**config.mk**
```make
export PLATFORM = sky130hd
export DESIGN_NAME = reg_based_tcam_prio
export DESIGN_NICKNAME = d
export VERILOG_FILES = /design/src/rtl/reg_based_tcam_prio.sv
export SDC_FILE = /design/constraint.sdc
export NUM_CORES = 1
export LEC_CHECK = 0
export CORE_UTILIZATION = 35
export DETAILED_ROUTE_END_ITERATION = 6
export DONT_BUFFER_PORTS = 1
export GPL_ROUTABILITY_DRIVEN = 0
export GPL_TIMING_DRIVEN = 1
export SLEW_MARGIN = 20
export SYNTH_ARGS = -nofsm -noshare
export SYNTH_HDL_FRONTEND = slang
export SYNTH_SLANG_ARGS = --single-unit
```
**constraint.sdc**
```tcl
create_clock -name clk -period 7 [get_ports clk]
set_input_delay 0.35 -clock clk [delete_from_list [all_inputs] [get_ports clk]]
set_output_delay 0.35 -clock clk [all_outputs]
set_load 0.005 [all_outputs]
```
**src/rtl/reg_based_tcam_prio.sv**
```systemverilog
// reg_based_tcam_prio: register TCAM with per-entry valid, single-cycle flush and a 2-stage priority-encoded lookup
module reg_based_tcam_prio #(
  parameter int DATA_WIDTH = 32,
  parameter int ADDR_WIDTH = 4,
  parameter int WORDS = 1 << ADDR_WIDTH,
  parameter bit PRIORITY_LOW = 1
) (
  input  logic                  clk,
  input  logic                  rst,
  input  logic                  wena,
  input  logic [ADDR_WIDTH-1:0] waddr,
  input  logic [DATA_WIDTH-1:0] wdata,
  input  logic [DATA_WIDTH-1:0] wcare,
  input  logic                  wvalid,
  input  logic                  clear_all,
  input  logic                  lookup_valid,
  input  logic [DATA_WIDTH-1:0] lookup_data,
  output logic                  out_valid,
  output logic [WORDS-1:0]      match_lines,
  output logic                  hit,
  output logic                  multi_hit,
  output logic [ADDR_WIDTH-1:0] match_addr
);
  logic [DATA_WIDTH-1:0] data [WORDS];
  logic [DATA_WIDTH-1:0] care [WORDS];
  logic [WORDS-1:0] valid;
  logic [WORDS-1:0] match;
  logic [WORDS-1:0] s1_match;
  logic s1_valid;
  logic [ADDR_WIDTH-1:0] enc;
  always_ff @(posedge clk)
    if (wena && !clear_all && !rst) begin
      data[waddr] <= wdata;
      care[waddr] <= wcare;
    end
  always_ff @(posedge clk)
    if (rst || clear_all) valid <= '0;
    else if (wena) valid[waddr] <= wvalid;
  always_comb begin
    match = '0;
    for (int i = 0; i < WORDS; i++)
      match[i] = valid[i] && (((lookup_data ^ data[i]) & care[i]) == '0);
  end
  // scan toward the winning end so the last assignment is the preferred index
  always_comb begin
    enc = '0;
    for (int i = 0; i < WORDS; i++)
      if (s1_match[PRIORITY_LOW ? WORDS-1-i : i]) enc = ADDR_WIDTH'(PRIORITY_LOW ? WORDS-1-i : i);
  end
  always_ff @(posedge clk)
    if (rst) begin
      s1_valid <= 1'b0;
      s1_match <= '0;
      out_valid <= 1'b0;
      match_lines <= '0;
      hit <= 1'b0;
      multi_hit <= 1'b0;
      match_addr <= '0;
    end else begin
      s1_valid <= lookup_valid;
      s1_match <= match;
      out_valid <= s1_valid;
      match_lines <= s1_match;
      hit <= |s1_match;
      multi_hit <= |(s1_match & (s1_match - WORDS'(1)));
      match_addr <= enc;
    end
endmodule

```
======== Word level (Yosys, flattened, before mapping) ========
Memory sizes are Yosys's and may differ from the RTL's.
Index checks and enable logic that the tools add are counted.
operators by class
  add/sub/neg operators ................... 1
  $lt $le $gt $ge ......................... 2
  mux-type cells .......................... 20
  bitwise gates (word level) .............. 33
  reductions and logical operators ........ 44
operators with widths
  operator               count
  $and 32x32->32         16
  $logic_not 32->1       16
  $xor 32x32->32         16
  $mux 4                 8
  $reduce_or 16->1       2
  $logic_and 1x1->1      19
  $and 16x16->16         1
  $bwmux 16              1
  $sub 16x1->16 const B  1
  $mux 3                 4
  $reduce_or 9->1        1
  $lt 4x5->1 const B     1
  $reduce_or 5->1        1
  $demux 1 s4            1
  $ge 4x1->1 const B     1
  $mux 1                 4
  $mux 2                 2
  $reduce_or 3->1        1
  $logic_not 1->1        2
  $reduce_or 2->1        1
  $logic_or 1x1->1       1
word-level totals
  register bits after elaboration ......... 56
  memory bits (writable) .................. 1024
  word-level logic and storage cells ...... 113
  memories ................................ 2
memory list
  memory  depth  width  rd ports  clocked after Yosys merged registers in  write ports  RTL line  source
  care    16     32     16        0                                        1            25        logic [DATA_WIDTH-1:0] care [WORDS];
  data    16     32     16        0                                        1            24        logic [DATA_WIDTH-1:0] data [WORDS];

======== Logic depth before layout (Yosys ltp) ========
  depth after elaboration ................. 15
  gate-level depth with buffers ........... 7
  mapped depth without buffers ............ 5

======== Worst setup path before layout ========
No wires, ideal clock.
  kind .................................... input to register
  start point ............................. input port rst
  end point ............................... memory care[2][0], enable pin
  library setup time ...................... 0.487 ns
  arrival time ............................ 3.851 ns
  required time ........................... 6.513 ns
  path slack .............................. 2.662 ns
  stages .................................. 4
  path buffers ............................ 1
  cell sequence ........................... or2_2 -> clkbuf_1 -> or2_2 -> nor2_1
between the ends
  longest elaborated chain between the ends .. 4
ends and longest elaborated chain
  element                       RTL line  source
  start, declared               9         input logic rst,
  $logic_not 1->1               32        if (wena && !clear_all && !rst) begin
  $logic_and 1x1->1             32
  $mux 1                        32
  $mux 1 (implied by the code)  34        care[waddr] <= wcare;
  end, declared                 25
No other way between the ends.

==> impl_results.md <==
- F_max: 426.2 MHz
- Starting Density: 35.34%
- Flop pwr share: 52.8%
- Mean Syn Cell Area: 18.76 um2
- Setup-failing EPs final: 0
- PostCTS Resize Cnt: 0
- Worst skew pair latency: 0.69 ns
- CP max stage delay: 0.58 ns
- Die height: 341.8 um
- Detail Route Antenna Nets: 0
- Final hold vios: 0
- Syn_nets: 2,260
- Leading area contributor after synthesis: edfxtp_1
- WL final: 114.5 mm
- DP Area: 42,020 um2
- Cell row count: 124
- Layout cells sized above 1: 10.67%
- Slowest stage cell on the critical path: nor3_1
- Sink Count: 1,080
- Cts bufs inserted: 106
- Vias per std cell: 5.268
- Seq/Total Area, Yosys: 78.87%
- Clk root buf: clkbuf_16
- Clock H-tree levels: 3
- Vias: 20,584
- Post-Layout Cell Count: 3,907
- Initial antenna violation count: 24
- Clock skew: 0.02359 ns
- Leakage dissipation: 15.30 nW
- Drt drc: 4
- Synthesized flop and latch total: 1,080
- Min Tclk post-route: 2.346 ns
- Area of the mapped netlist: 40,410 um2
- Setup Buffers After CTS: 0
- Ports: 129
- Internal power: 10.74 mW
- Count leader, synth: edfxtp_1
- Count of cell types in the netlist: 44
- Post-synth EDFFs: 1,024
- Post-synth ARST share: 0%
- CP startpoint kind: flip-flop
- Clk pin slew, worst setup/hold paths: 0.06 ns
- Post-route cell area: 46,960 um2
- Clock Power Share: 43.4%
- Peak supply drop: 0.2226 mV
- Switching power: 2.748 mW
- RSZ-0062 raised after global routing: no
- Synth warn: 0
- Placed cells: 3,605
- Period utilization: 33.52%
- Core footprint: 114,300 um2
- Worst Path Required: 7.51 ns
- Post-synth top flop: edfxtp_1
- First-pass detailed-route iteration total: 7
- Gr usage total: 19.45%
- Final Util: 41.07%
- Port buffer count: 0
- Die Area: 116,800 um2
- First-pass GRT wire length: 157.3 mm
- Slew Limit Headroom: 18.36%
- Slew Viols, Final: 0
- Critical path type: reg2reg
- Synth top area cells: edfxtp_1 (76%), xor2_1 (11%), dfxtp_1 (2.8%)
- Logic pwr share: 3.7%
- Measured slew at the worst slew-check pin: 1.221 ns
- Hold crit path type: in2reg
- Die width: 341.8 um
- Share of the synthesized area in the top cell type: 76.10%
- Mapped Cells: 2,154
- Max-cap viol count: 0
- Number of global-route vias before repair: 20,216
- CTS tree: yes
- Crit-path cells: xor2_1 -> a22o_1 -> a221oi_1 -> nand4_1 -> nor3_1
- Total negative slack for setup checks: 0 ns
- Status: complete, but fails checks
- Post-synth top cells: edfxtp_1 (1,024), xor2_1 (512), a22o_1 (96)
- P&R area growth vs syn: 16.22%
- Power per cell area: 287.2 nW/um2
- Crit. End Element: flip-flop
- HPWL after DPL: 65.20 mm
- Failing checks: DRC
- GRT overflow: 0
- WL/cell: 29.31 um
- Clock Tree Buf Depth: 3
- Max FO, Critical Path: 1
- DRT iter0 DRCs: 2,374
- Pin count of the biggest net entering global routing: 65
- WP data arrival: 2.86 ns
- Final #Nets: 2,410
- Sw Share: 20.38%
[per-layer routing]
| layer | vias up | routed length [um] | GRT usage, % | share of wire, % |
|---|---|---|---|---|
| met2 | 890 | 56420 | 32.73 | 49 |
| met3 | 165 | 9753 | 4.167 | 8.5 |
| met5 | - | 87 | 0 | 0.076 |
| met4 | 14 | 2749 | 5.241 | 2.4 |
| met1 | 10838 | 45510 | 25.35 | 40 |
| li1 | 8677 | - | - | - |
[power groups by stage]
stage	sequential (mW)	clock [mW]	combinational, mW
6_report	7.12	5.86	0.506
2_1_floorplan	7.26	0	0.261
3_3_place_gp	7.26	0	0.238
3_5_place_dp	7.26	0	0.244
4_1_cts	7.12	5.93	0.511
5_1_grt	7.12	6.16	0.532
[registers in the layout (all words and copies together) (netlist names)]
register	cells
match_addr	4
s1_valid	1
s1_match	16
valid	16
match_lines	16
care	512
multi_hit	1
hit	1
out_valid	1
data	512
[final timing paths]
path                                      to    startpoint  cells past startpoint  slack (ns)
worst max-delay path            s1_match[10]  data[10][19]                      5        4.65
worst min-delay path            s1_match[10]           rst                      2        0.06
worst max register to register  s1_match[10]  data[10][19]                      5        4.65
worst min register to register     out_valid      s1_valid                      1        0.45
[stage by stage]
| step | hold WS [ns] | setup slack (ns) | total power, mW |
|---|---|---|---|
| global placement | 0.4289 | 4.172 | 7.496 |
| finish | 0.05624 | 4.654 | 13.49 |
| global route | 0.02768 | 4.610 | 13.81 |
| floorplan | 0.4138 | 2.662 | 7.521 |
| CTS | 0.01275 | 4.639 | 13.56 |
| detailed placement | 0.4283 | 4.098 | 7.505 |
[repair_timing]
item,in CTS,in global routing
endpoints found under the hold margin,1070,0
hold buffers,103,0
endpoints found under the setup margin,0,0
[worst max-delay path: cells and delay by family, from the launching register on]
family           cells  cell delay [ns]
flip-flops           1             0.37
XOR/XNOR             1             0.15
AND/OR/NAND/NOR      2             0.96
AO/OA/AOI/OAI        2             0.68
[final cells by class]
class	instances	area (um2)
fill	9871	67380
sequential	1080	31870
multi-input combinational	991	8109
clock buffer	128	2811
tap	1512	1892
timing repair buffer	121	1481
clock inverter	65	767.0
inverter	4	15.01
antenna	6	15.01
[cell families after synthesis]
logic type / share of synthesized area [%]
compound gates: 6.019
xor+xnor: 11.10
fa+ha+maj: 0.02477
buf+inv: 1.359
flops: 78.87
mux: 0.09909
simple gates: 2.530
[placed cells by master, fill, tap and decap left out, drive strengths merged, types with 2 or more instances in the layout]
master       instances
mux2i                4
nor3                24
buf                 54
nor2b               14
clkinvlp             3
a22oi               33
diode                6
nand3b               3
a211oi               3
nand4b              16
a22o                96
a222oi              16
or2                  4
dfxtp               56
nand2               31
nand3                2
bufinv              16
edfxtp            1024
clkbuf             128
nor4                 3
nor2                46
o31ai                3
nand2b               3
inv                  7
dlygate4sd3         67
a21oi               20
o21ai               18
xor2               512
a221oi              96
clkinv              43
nand4               32
(Power assumes the default switching activity.)
